--- config.mk ---
export PLATFORM = sky130hd
export DESIGN_NAME = uart_tx_arbiter
export DESIGN_NICKNAME = d
export VERILOG_FILES = /design/src/rtl/uart_tx_arbiter.sv
export SDC_FILE = /design/constraint.sdc
export NUM_CORES = 1
export LEC_CHECK = 0
export ABC_AREA = 1
export BUFFER_PORTS_ARGS = -buffer_cell sky130_fd_sc_hd__buf_2
export CAP_MARGIN = 20
export CORE_ASPECT_RATIO = 1.5
export CORE_MARGIN = 5
export CORE_UTILIZATION = 51
export CTS_BUF_LIST = sky130_fd_sc_hd__clkbuf_4 sky130_fd_sc_hd__clkbuf_8
export CTS_CLUSTER_DIAMETER = 80
export DETAILED_ROUTE_END_ITERATION = 10
export PLACE_DENSITY = 0.91
export SLEW_MARGIN = 0
export SYNTH_ARGS = -nofsm -noshare
export SYNTH_HDL_FRONTEND = slang
export SYNTH_SLANG_ARGS = --single-unit
--- constraint.sdc ---
create_clock -name clk -period 2.2 [get_ports clk]
set_input_delay 0.11 -clock clk [delete_from_list [all_inputs] [get_ports clk]]
set_output_delay 0.11 -clock clk [all_outputs]
set_load 0.005 [all_outputs]
--- src/rtl/uart_tx_arbiter.sv ---
// Round-robin arbiter that shares one UART transmitter among N_REQ byte requesters,
// with per-requester packet locking and a start-acknowledge timeout.
module uart_tx_arbiter #(
  parameter int N_REQ        = 4,
  parameter int DONE_TIMEOUT = 16
) (
  input  logic                       clk,
  input  logic                       rst,
  input  logic [N_REQ-1:0]           req_valid,
  input  logic [8*N_REQ-1:0]         req_data,
  input  logic [N_REQ-1:0]           req_last,
  output logic [N_REQ-1:0]           req_ready,
  output logic                       uart_tx_start,
  output logic [7:0]                 uart_tx_data,
  input  logic                       uart_tx_done,
  output logic [$clog2(N_REQ)-1:0]   grant_id,
  output logic                       busy,
  output logic                       locked,
  output logic                       err_timeout
);

  localparam int GW = $clog2(N_REQ);
  localparam int CW = $clog2(DONE_TIMEOUT + 1);

  typedef enum logic [1:0] {IDLE, START, WAIT_LOW, WAIT_HIGH} state_t;

  state_t            state, state_next;
  logic [CW-1:0]     cnt, cnt_next;
  logic              last_q, last_next;
  logic [GW-1:0]     grant_next;
  logic [7:0]        data_next;
  logic [N_REQ-1:0]  ready_next;
  logic              start_next, locked_next, err_next;
  logic              found;
  logic [GW-1:0]     cand;

  // Rotating-priority search; scanning from the farthest offset down leaves the
  // nearest valid requester after the current holder as the winner.
  always_comb begin
    found = 1'b0;
    cand  = grant_id;
    if (locked) begin
      found = req_valid[grant_id];
    end else begin
      for (int k = N_REQ; k >= 1; k--) begin
        if (req_valid[(int'(grant_id) + k) % N_REQ]) begin
          found = 1'b1;
          cand  = GW'((int'(grant_id) + k) % N_REQ);
        end
      end
    end
  end

  always_comb begin
    state_next  = state;
    cnt_next    = cnt;
    last_next   = last_q;
    grant_next  = grant_id;
    data_next   = uart_tx_data;
    locked_next = locked;
    start_next  = 1'b0;
    ready_next  = '0;
    err_next    = 1'b0;
    case (state)
      IDLE: begin
        if (uart_tx_done && found) begin
          state_next        = START;
          grant_next        = cand;
          data_next         = req_data[8*cand +: 8];
          last_next         = req_last[cand];
          start_next        = 1'b1;
          ready_next[cand]  = 1'b1;
        end
      end
      START: begin
        state_next = WAIT_LOW;
        cnt_next   = '0;
      end
      WAIT_LOW: begin
        if (!uart_tx_done) begin
          state_next = WAIT_HIGH;
        end else if (cnt == CW'(DONE_TIMEOUT - 1)) begin
          // Transmitter never acknowledged: drop the byte and any lock.
          err_next    = 1'b1;
          locked_next = 1'b0;
          state_next  = IDLE;
        end else begin
          cnt_next = cnt + 1'b1;
        end
      end
      WAIT_HIGH: begin
        if (uart_tx_done) begin
          state_next  = IDLE;
          locked_next = ~last_q;
        end
      end
      default: state_next = IDLE;
    endcase
  end

  always_ff @(posedge clk or posedge rst) begin
    if (rst) begin
      state         <= IDLE;
      cnt           <= '0;
      last_q        <= 1'b0;
      grant_id      <= GW'(N_REQ - 1);
      uart_tx_data  <= 8'h00;
      uart_tx_start <= 1'b0;
      req_ready     <= '0;
      locked        <= 1'b0;
      err_timeout   <= 1'b0;
      busy          <= 1'b0;
    end else begin
      state         <= state_next;
      cnt           <= cnt_next;
      last_q        <= last_next;
      grant_id      <= grant_next;
      uart_tx_data  <= data_next;
      uart_tx_start <= start_next;
      req_ready     <= ready_next;
      locked        <= locked_next;
      err_timeout   <= err_next;
      busy          <= (state_next != IDLE);
    end
  end

endmodule

* After elaboration in Yosys (flattened, before gate mapping) *
Index checks and enable logic that the tools add are counted.

cells by class
  mux-type cells = 47
  add/subtract/negate cells = 5
  eq/ne operators = 8
  bitwise gates (word level) = 5
  $lt $le $gt $ge = 7
  reductions and logical operators = 13
  shifts and indexed selects = 1

operator list
  operator                                                            number
  variable part select 32 x 6 -> 8 bit                                1
  two-way mux 1 bit                                                   24
  two-way mux 2 bit                                                   9
  < comparator 3 x 4 -> 1 bit (second input constant)                 4
  binary-select mux 1 bit (select 2 bit)                              6
  two-way mux 5 bit                                                   2
  case mux 5 bit (2 select lines)                                     1
  two-way mux 4 bit                                                   2
  != test 2 bit (second input constant)                               4
  case mux 2 bit (4 select lines)                                     1
  OR reduction 2 bit                                                  4
  < comparator 2 x 3 -> 1 bit (second input constant)                 2
  nonzero test 2 bit                                                  3
  adder 5 x 1 -> 5 bit (second input constant)                        1
  equality test 5 x 4 -> 1 bit (second input constant)                1
  adder 2 x 1 -> 2 bit (second input constant)                        2
  adder 2 bit (second input constant)                                 2
  bitwise AND 1 bit (first input constant)                            4
  equality test 2 bit (second input constant)                         2
  AND reduction 4 bit                                                 1
  AND reduction 3 bit                                                 1
  demux 1 bit (select 2 bit)                                          1
  equality test 2 x 1 -> 1 bit (second input constant)                1
  greater-or-equal comparator 2 x 1 -> 1 bit (second input constant)  1
  other kinds (5)                                                     6

word-level totals
  output and inout bits = 18
  register bits = 26
  input port bits = 43
  word-level logic and storage cells = 96

* Logic depth before layout (Yosys ltp) *
Gate-level depths: netlist of the first run.

  word-level depth = 17
  gate-level depth with buffers = 18
  mapped depth without buffers = 16

* Worst setup path before layout of the first run *
No wires, ideal clock.

  kind = register to register
  from = register cnt[0]
  to = register cnt[3]
  required time = 2.080 ns
  cell stages (with the launch flop) = 10
  period minus slack after synthesis = 1.855 ns
  library setup time = 0.120 ns
  data arrival time = 1.734 ns
  path buffers = 0
  path slack = 0.345 ns
  cell sequence = dfrtp_1 ha_1 and3_1 ha_1 nor2_1 nor2_1 a21oi_1 nand4_1 xor2_1 nor2_1

on the way
  longest elaborated chain between the ends = 4
  elaborated cells on any way between the ends = 7
  those cells by class = 1 x add/sub; 2 x eq/ne; 3 x mux; 1 x reduce/logical

ends and longest elaborated chain
  item                             line  source
  start, declared                  28    logic [CW-1:0] cnt, cnt_next;
  start signal, assigned           115   cnt <= cnt_next;
  adder 5 x 1 -> 5 bit             88    cnt_next = cnt + 1'b1;
  two-way mux 5 bit                82    end else if (cnt == CW'(DONE_TIMEOUT - 1)) begin
  two-way mux 5 bit                80    if (!uart_tx_done) begin
  case mux 5 bit (2 select lines)  64    case (state)

Parallel ways exist; a longest one is shown, timed or not. The select of a mux whose other input is x is not followed.
A chain may end at the register's enable or synchronous reset.

* Final worst setup path of the first run *
  from = register grant_id[0]
  to = register uart_tx_data[1]

on the way
  longest elaborated chain between the ends = 11
  elaborated cells on any way between the ends = 31
  those cells by class = 4 x add/sub; 1 x shift; 24 x mux; 2 x reduce/logical

ends and longest elaborated chain
  item                                                                           line  source
  start, declared                                                                16    output logic [$clog2(N_REQ)-1:0] grant_id,
  start signal, assigned                                                         106   grant_id <= GW'(N_REQ - 1);
  start signal, assigned                                                         117   grant_id <= grant_next;
  parallel branches: the longest is 11 deep, another holds adder 2 x 1 -> 2 bit  -
  end signal, assigned                                                           118   uart_tx_data <= data_next;
  end, declared                                                                  14    output logic [7:0] uart_tx_data,

Parallel ways; which one is timed is not known. The select of a mux whose other input is x is not followed.

==> results.sh, run 1 <==
export IMPL_fillers=277
export IMPL_cts_resized=0
export IMPL_fp_dieW_um=56.5
export IMPL_crit_top_cell="nand2_1"
export IMPL_grtUsageTotal=0.185
export IMPL_fin_nets=348
export IMPL_fmax_mhz=496
export IMPL_antenna_found_initial=0
export IMPL_vias=1695
export IMPL_core_area_um2=3130
export IMPL_wirelength_mm=4.04
export IMPL_synth_distinct_cells=29
export IMPL_tns_ns=0
export IMPL_power_density_nw_per_um2=1550
export IMPL_io_buffers=60
export IMPL_slowest_delay_ns=0.67
export IMPL_synth_edff_count=0
export IMPL_dpl_cell_area_um2=1980
export IMPL_grt_setup_unrepaired="true"
export IMPL_n_antenna_cell=0
export IMPL_firstDrtPassIters=7
export IMPL_finalPower_mw=3.22
export IMPL_netlist_instances=238
export IMPL_clock_path_buffers=2
export IMPL_hold_path_class="input port to register"
export IMPL_fin_crit_ns=2.02
export IMPL_area_delta_synth_final_pct=25.3
export IMPL_fin_skew_ns=0.00258
export IMPL_relSlewSlack=0.755
export IMPL_clkSlewWorstSetupHoldPaths_ns=0.09
export IMPL_report_final_slew_viol_count=0
export IMPL_synthTopCellsByCount="nand2_1 (113), dfrtp_1 (24), nand3_1 (24)"
export IMPL_crit_slowest_cell="dfstp_2"
export IMPL_globalplace_congestion=0.812
export IMPL_critPathKind="register to register"
export IMPL_drcViolationCount=0
export IMPL_r2r_start="grant_id[0]$_DFFE_PP1P_"
export IMPL_layout_setup_ws_ns=0.183
export IMPL_syn_nets=283
export IMPL_place_ws_ns=0.178
export IMPL_async_flop_share=1.00
export IMPL_synthMostInstantiatedCell="nand2_1"
export IMPL_path_cells="inv_6 > nand2_2 > nand3_1 > nand2_1 > inv_2 > nand2_2 > nand2_4 > nand2_2 > nand2_4 > nand2_4 > nand2_1 > nand2_1 > nand2_1 > nand2_1 > nand2_1 > nand2_1"
export IMPL_grt_pass1_wl_mm=6.60
export IMPL_grt_ovfl_total=0
export IMPL_synth_seq_area_share=0.395
export IMPL_tightest_slew_ns=0.367
export IMPL_h_tree_depth=1
export IMPL_grt_max_degree=27
export IMPL_status="complete, no violations"
export IMPL_ys_ff_latch=26
export IMPL_yosysTopAreaCellShare=0.363
export IMPL_ioPinCount=61
export IMPL_rows=25
export IMPL_ys_warn_count=0
export IMPL_dieArea_um2=4510
export IMPL_yosys_area_top_type="dfrtp_1"
export IMPL_fin_area_um2=2070
export IMPL_cts_root_buffer="clkbuf_8"
export IMPL_clkLatencyLatePin_ns=0.27
export IMPL_drt_iter0_drc=37
export IMPL_fin_crit_sh=0.917
export IMPL_numCtsBuffers=3
export IMPL_yosys_top_cells_area="dfrtp_1 (36%), nand2_1 (26%), nand3_1 (7.3%)"
export IMPL_grt_pass1_vias=1565
export IMPL_detail_route_antenna_nets=0
export IMPL_cts_tree="yes"
export IMPL_cp_end_kind="register"
export IMPL_cp_startpoint="grant_id[0]$_DFFE_PP1P_"
export IMPL_required_ns=2.42
export IMPL_drive_gt1_frac=0.311
export IMPL_syn_avg_cell_area_um2=6.95
export IMPL_max_cap_violations=0
export IMPL_ir_worst_vdd_v=0.00132
export IMPL_viasPerCell=4.96
export IMPL_leakage_nw=1.25
export IMPL_clock_sinks=26
export IMPL_cp_data_arrival_time_ns=2.23
export IMPL_netlist_area_um2=1650
export IMPL_start_kind="register"
export IMPL_start_util=0.529
export IMPL_hold_viol=0
export IMPL_hpwlAfterDp_mm=3.13
export IMPL_die_h_um=79.8
export IMPL_setup_viol=0
export IMPL_min_delay_start="uart_tx_done"
export IMPL_wire_per_inst_um=11.8
export IMPL_synth_flop_cell="dfrtp_1"
export IMPL_path_max_fanout=23
-- per-layer routing --
layer	global-route usage	wire length (µm)	part of all wire
met5	0	0	0
met2	0.330	2150	0.53
met4	0.0950	108	0.027
met3	0.0291	215	0.053
met1	0.209	1560	0.39
-- metrics by stage --
stage / std cells / util / hold WS, ns
detailed placement: 336 / 0.634 / 0.183
floorplan: 238 / - / 0.149
global placement: 336 / 0.634 / 0.176
CTS: 341 / 0.660 / 0.0843
global route: 342 / 0.663 / 0.124
finish: 342 / 0.663 / 0.0879
-- power by group --
part,internal [mW],switching [mW]
registers,0.658,0.150
clock network,0.243,0.151
logic,0.739,1.28
-- kinds of logic after synthesis --
| kind of cell | count (synthesis) | synth area share |
|---|---|---|
| AND/OR/NAND/NOR | 172 | 0.458 |
| AO/OA/AOI/OAI | 11 | 0.0371 |
| XOR/XNOR | 2 | 0.0106 |
| multiplexers | 1 | 0.00605 |
| flip-flops | 26 | 0.395 |
| adder cells (fa/ha/maj) | 2 | 0.0151 |
| buffers and inverters | 24 | 0.0787 |
-- flip-flops by register name, summed over array words and instances, names as in the netlist --
register	count
state	2
uart_tx_start	1
last_q	1
uart_tx_data	8
req_ready	4
busy	1
locked	1
cnt	5
grant_id	2
err_timeout	1
-- cell usage in the layout (no fill, tap or decap) --
cell	n
dlygate4sd3_1	1
o22ai_1	2
nand3_4	1
clkinv_1	1
o21ai_1	1
inv_6	1
inv_2	3
dfrtp_1	24
xor2_1	2
dfstp_2	2
nand2_2	10
and3_1	2
nand2_1	113
inv_1	11
nor3_1	3
nand4_1	1
bufinv_16	1
mux2i_1	1
nand2_4	3
buf_2	60
or2_2	1
nor2_1	13
o21ai_0	2
o21ai_2	1
nand3_2	1
clkbuf_8	3
buf_4	7
a21oi_1	5
ha_1	2
nand3_1	24
-- worst paths after layout --
check	to	slack, ns	depth (start not counted)
min in group asynchronous	uart_tx_start$_DFF_PP0_	0.42	4
worst max register to register	uart_tx_data[1]$_DFFE_PP0P_	0.18	16
worst min-delay path	state[0]$_DFF_PP0_	0.09	2
worst max-delay path	uart_tx_data[1]$_DFFE_PP0P_	0.18	16
worst min register to register	uart_tx_data[7]$_DFFE_PP0P_	0.50	2
max in group asynchronous	grant_id[0]$_DFFE_PP1P_	1.48	4
-- critical path: cells and delay by family, from the launching register on --
kind                   cells  cell delay, ns
buffers and inverters      2            0.11
AND/OR/NAND/NOR           14            1.19
flip-flops                 1            0.67
-- final cells by class --
class	count	area [µm²]	area share
clock buffers	3	41.3	0.0199
clock inverters	1	30.0	0.0145
inverters	16	65.1	0.0314
multi-input cells	188	871	0.420
flip-flops and latches	26	653	0.315
well taps	40	50.0	0.0241
repair buffers	68	363	0.175
-- repair_timing --
action / in CTS / in global routing
hold buffers: 1 / 0
endpoints found under the setup margin: 0 / 9
hold endpoints to repair: 24 / 0
buffers inserted: 0 / 1
Power figures use the tool's default switching activity.
==> run 2, diff against run 1 <==
Settings changed: BUFFER_PORTS_ARGS -buffer_cell sky130_fd_sc_hd__buf_2 to unset, CORE_UTILIZATION 51 to 60, DONT_BUFFER_PORTS set to 1, PLACE_DENSITY 0.91 to 0.77.
==> results.sh, run 2 (same netlist as run 1, synthesis figures left out) <==
export IMPL_status="complete, no violations"
export IMPL_start_util=0.618
export IMPL_utilization=0.692
export IMPL_area_delta_synth_final_pct=12.0
export IMPL_drive_gt1_frac=0.155
export IMPL_rows=23
export IMPL_grt_ovfl_total=0
export IMPL_met1_length_mm=1.44
export IMPL_grt_pass1_wl_mm=6.18
export IMPL_p_int_mw=1.64
export IMPL_dieArea_um2=3930
export IMPL_finalPower_mw=3.26
export IMPL_ir_worst_vdd_v=0.00106
export IMPL_clkSlewWorstSetupHoldPaths_ns=0.09
export IMPL_numCtsBuffers=3
export IMPL_fin_crit_sh=0.918
export IMPL_wire_per_inst_um=13.8
export IMPL_r2r_start="grant_id[0]$_DFFE_PP1P_"
export IMPL_slowest_delay_ns=0.69
export IMPL_ioPinCount=61
export IMPL_n_antenna_cell=0
export IMPL_tns_ns=0
export IMPL_layout_setup_ws_ns=0.180
export IMPL_fin_crit_ns=2.02
export IMPL_path_cells="buf_6 > nand2_1 > nand2_1 > nand2_1 > nand2_1 > nand2_2 > nand2_4 > nand2_2 > nand2_4 > nand2_8 > nand2_2 > nand2_1 > nand2_1 > nand2_1 > nand2_1 > nand2_1"
export IMPL_firstDrtPassIters=4
export IMPL_p_switching_mw=1.61
export IMPL_clock_path_buffers=2
export IMPL_hpwlAfterDp_mm=2.89
export IMPL_drt_iter0_drc=32
export IMPL_antenna_found_initial=0
export IMPL_cts_root_buffer="clkbuf_8"
export IMPL_detail_route_antenna_nets=0
export IMPL_fillers=242
export IMPL_layout_commonest_cell="nand2_1"
export IMPL_combPwrFrac=0.621
export IMPL_core_area_um2=2680
export IMPL_io_buffers=0
export IMPL_path_max_fanout=23
export IMPL_clkLatencyLatePin_ns=0.27
export IMPL_vias=1496
export IMPL_die_h_um=74.3
export IMPL_grt_max_degree=27
export IMPL_critPathKind="register to register"
export IMPL_reg_top3="uart_tx_data: 8 flops, cnt: 5 flops, req_ready: 4 flops"
export IMPL_clkPwrFrac=0.122
export IMPL_top_signal_layer_used="met4"
export IMPL_fmax_mhz=495
export IMPL_hold_path_class="input port to register"
export IMPL_power_density_nw_per_um2=1760
export IMPL_report_final_slew_viol_count=0
export IMPL_largest_register="uart_tx_data"
export IMPL_cp_data_arrival_time_ns=2.19
export IMPL_switching_share=0.495
export IMPL_grt_pass1_vias=1462
export IMPL_grtUsageTotal=0.210
export IMPL_start_kind="register"
export IMPL_grt_setup_unrepaired="false"
export IMPL_hold_viol=0
export IMPL_leakage_nw=1.02
export IMPL_dp_cells=273
export IMPL_cp_startpoint="grant_id[0]$_DFFE_PP1P_"
export IMPL_viasPerCell=5.30
export IMPL_cts_tree="yes"
export IMPL_final_cell_mix="nand2_1 (112), nand3_1 (24), dfrtp_1 (24), nor2_1 (13)"
export IMPL_clock_sinks=26
export IMPL_r2r_end="last_q$_DFFE_PP0P_"
export IMPL_fin_area_um2=1850
export IMPL_endpoint="last_q$_DFFE_PP0P_"
export IMPL_worst_hold_slack_ns=0.0449
export IMPL_wirelength_mm=3.88
export IMPL_fin_skew_ns=0.00466
export IMPL_dpl_cell_area_um2=1680
export IMPL_largest_reg_flops=8
export IMPL_crit_slowest_cell="dfstp_4"
export IMPL_tightest_slew_ns=0.375
export IMPL_crit_top_cell="nand2_1"
export IMPL_h_tree_depth=1
export IMPL_required_ns=2.37
export IMPL_drcViolationCount=0
export IMPL_wl_met2_mm=2.12
export IMPL_max_cap_violations=0
export IMPL_worstHoldPathCells=2
export IMPL_rrSetupSlack_ns=0.18
export IMPL_fin_nets=291
export IMPL_cp_end_kind="register"
export IMPL_worstRegToRegCells=16
export IMPL_relSlewSlack=0.750
export IMPL_stdcell_count=282
export IMPL_setup_viol=0
export IMPL_wl_met3_um=252
export IMPL_globalplace_congestion=0.801
export IMPL_fp_dieW_um=52.9
export IMPL_p_seq_frac=0.258
export IMPL_place_ws_ns=0.109
-- run 2: power groups by stage --
stage	Sequential (mW)	Clock [mW]	Combinational, mW
final	0.839	0.396	2.02
after global routing	0.865	0.416	2.32
after CTS	0.846	0.395	1.86
after detailed placement	0.854	0	1.84
after global placement	0.851	0	1.82
after floorplan	0.775	0	1.64
-- run 2: worst max-delay path, delay by kind of cell (launching register included) --
family,cells,cell delay (ns)
and+or+nand+nor,15,1.09
buffers and inverters,1,0.14
DFF,1,0.69
-- run 2: area by class of cell --
class / instances / area (µm²) / area share
clock buffer: 3 / 41.3 / 0.0223
clock inverter: 1 / 30.0 / 0.0162
inverter: 16 / 68.8 / 0.0371
multi-input combinational: 188 / 882 / 0.476
sequential: 26 / 657 / 0.354
tap: 37 / 46.3 / 0.0250
timing repair buffer: 10 / 120 / 0.0648
timing repair inverter: 1 / 7.51 / 0.00405
-- run 2: per-layer routing --
layer	global-route usage	vias to the layer above
li1	-	759
met5	0	-
met1	0.233	672
met2	0.402	58
met3	0.0240	7
met4	0.0682	0
-- run 2: worst min-delay path by stage --
stage	startpoint	to
CTS	uart_tx_done	cnt[4]$_DFFE_PP0P_
global placement	uart_tx_done	state[0]$_DFF_PP0_
global route	uart_tx_done	cnt[4]$_DFFE_PP0P_
floorplan	rst	busy$_DFF_PP0_
detailed placement	uart_tx_done	state[0]$_DFF_PP0_
finish	uart_tx_done	cnt[4]$_DFFE_PP0P_
-- run 2: what timing repair did --
action	in CTS	in global routing
endpoints found under the hold margin	26	0
endpoints found under the setup margin	0	9
setup buffers	0	1
hold buffers	2	0
gates resized for setup	0	12
==> run 3, diff against run 2 <==
--- a/config.mk
+++ b/config.mk
@@ -8,2 +8,3 @@
 export ABC_AREA = 1
+export ABC_CLOCK_PERIOD_IN_PS = 2200
 export CAP_MARGIN = 20
--- a/constraint.sdc
+++ b/constraint.sdc
@@ -3,2 +3,2 @@
 set_output_delay 0.11 -clock clk [all_outputs]
-set_load 0.005 [all_outputs]
+set_load 0.1 [all_outputs]
==> results.sh, run 3 (same netlist as run 1, synthesis figures left out) <==
export IMPL_status="complete, no violations"
export IMPL_dieArea_um2=3930
export IMPL_worstRegToRegCells=16
export IMPL_wire_per_inst_um=13.6
export IMPL_ioPinCount=61
export IMPL_worstHoldPathCells=2
export IMPL_fin_nets=300
export IMPL_grt_ovfl_total=0
export IMPL_clock_path_buffers=2
export IMPL_area_delta_synth_final_pct=14.7
export IMPL_fmax_mhz=486
export IMPL_largest_register="uart_tx_data"
export IMPL_grt_pass1_wl_mm=6.16
export IMPL_critPathKind="register to register"
export IMPL_grtUsageMet2=0.390
export IMPL_tightest_slew_ns=0.961
export IMPL_reg_top3="uart_tx_data: 8 flops, cnt: 5 flops, req_ready: 4 flops"
export IMPL_fin_crit_ns=2.06
export IMPL_rows=23
export IMPL_grtUsageTotal=0.212
export IMPL_cp_data_arrival_time_ns=2.27
export IMPL_dp_cells=283
export IMPL_numCtsBuffers=3
export IMPL_path_max_fanout=20
export IMPL_drcViolationCount=0
export IMPL_largest_reg_flops=8
export IMPL_drive_gt1_frac=0.185
export IMPL_globalplace_congestion=0.779
export IMPL_vias=1530
export IMPL_drt_iter0_drc=28
export IMPL_busiest_layer="met2"
export IMPL_clock_sinks=26
export IMPL_grt_setup_unrepaired="true"
export IMPL_cp_end_kind="register"
export IMPL_detail_route_antenna_nets=0
export IMPL_viasPerCell=5.26
export IMPL_grt_max_degree=27
export IMPL_setup_viol=0
export IMPL_n_antenna_cell=0
export IMPL_report_final_slew_viol_count=0
export IMPL_cts_root_buffer="clkbuf_8"
export IMPL_start_util=0.618
export IMPL_start_kind="register"
export IMPL_stdcell_count=291
export IMPL_final_cell_mix="nand2_1 (112), nand3_1 (24), dfrtp_1 (24), buf_4 (16), nor2_1 (13)"
export IMPL_core_area_um2=2680
export IMPL_hold_viol=0
export IMPL_firstDrtPassIters=4
export IMPL_layout_commonest_cell="nand2_1"
export IMPL_antenna_found_initial=0
export IMPL_cts_tree="yes"
export IMPL_relSlewSlack=0.358
export IMPL_max_cap_violations=0
export IMPL_wirelength_mm=3.97
export IMPL_fin_skew_ns=0.00204
export IMPL_hold_path_class="input port to register"
export IMPL_use_met1=0.233
export IMPL_fin_crit_sh=0.935
export IMPL_io_buffers=0
export IMPL_die_h_um=74.3
export IMPL_clkSlewWorstSetupHoldPaths_ns=0.09
export IMPL_clkLatencyLatePin_ns=0.27
export IMPL_use_met3=0.0261
export IMPL_fp_dieW_um=52.9
export IMPL_h_tree_depth=1
export IMPL_grt_pass1_vias=1454
export IMPL_required_ns=2.41
export IMPL_hpwlAfterDp_mm=2.92
## run 3: cell types whose count changed in the layout (fill, tap and decap cells not counted)
| cell | change |
|---|---|
| buf_12 | -1 |
| nand2_8 | +1 |
| clkinvlp_4 | -1 |
| buf_6 | -1 |
| buf_16 | -1 |
| buf_4 | +12 |
## run 3: area by class of cell
type                    instances  area [µm²]
flip-flops and latches         26         657
clock inverters                 1        30.0
repair buffers                 19         151
inverters                      16        68.8
clock buffers                   3        41.3
multi-input cells             189         902
well taps                      37        46.3
fillers                       241         779
## run 3: timing repair
item / in CTS / in global routing
endpoints found under the hold margin: 26 / 0
gates resized for setup: 0 / 5
endpoints found under the setup margin: 0 / 9
hold buffers: 2 / 0
setup buffers: 0 / 1
## run 3: per-layer routing
| layer | vias up | share of wire |
|---|---|---|
| met5 | - | 0 |
| met4 | 0 | 0.022 |
| met3 | 8 | 0.053 |
| met2 | 56 | 0.54 |
| met1 | 688 | 0.39 |
| li1 | 778 | - |
## run 3: final timing paths
| check | slack, ns | endpoint | from |
|---|---|---|---|
| min in group asynchronous | 0.49 | uart_tx_data[3]$_DFFE_PP0P_ | rst |
| setup reg to reg | 0.14 | uart_tx_data[4]$_DFFE_PP0P_ | grant_id[0]$_DFFE_PP1P_ |
| hold reg to reg | 0.49 | last_q$_DFFE_PP0P_ | last_q$_DFFE_PP0P_ |
| hold / removal | 0.03 | cnt[0]$_DFFE_PP0P_ | uart_tx_done |
| max in group asynchronous | 1.12 | state[1]$_DFF_PP0_ | rst |
| setup / recovery | 0.14 | uart_tx_data[4]$_DFFE_PP0P_ | grant_id[0]$_DFFE_PP1P_ |
## run 3: metrics by stage
step / utilization / cell area [µm²] / worst slack, ns / hold slack (ns) / TNS, ns
3_3_place_gp: 0.657 / 1760 / 0.123 / 0.219 / 0
4_1_cts: 0.691 / 1850 / 0.0486 / 0.0344 / 0
2_1_floorplan: - / 1660 / 0.0567 / 0.149 / 0
3_5_place_dp: 0.657 / 1760 / 0.0639 / 0.220 / 0
5_1_grt: 0.709 / 1900 / -0.0233 / 0.0370 / -0.0712
6_report: 0.709 / 1900 / 0.143 / 0.0345 / 0
## run 3: critical path: stages (launching register included)
cell     delay [ns]
dfstp_4        0.72
inv_6          0.06
nand2_1        0.07
nand2_2        0.06
nand2_1        0.09
nand2_1        0.07
nand2_2        0.08
nand2_4        0.06
nand2_2        0.10
nand2_8        0.13
nand2_4        0.19
nand2_1        0.08
nand2_1        0.06
nand2_1        0.04
nand2_1        0.05
nand2_1        0.04
nand2_1        0.07
Power of run 3 is left out: the tool's default activity adds up to more than one toggle a clock period on the data nets, which glitch-free logic cannot reach.
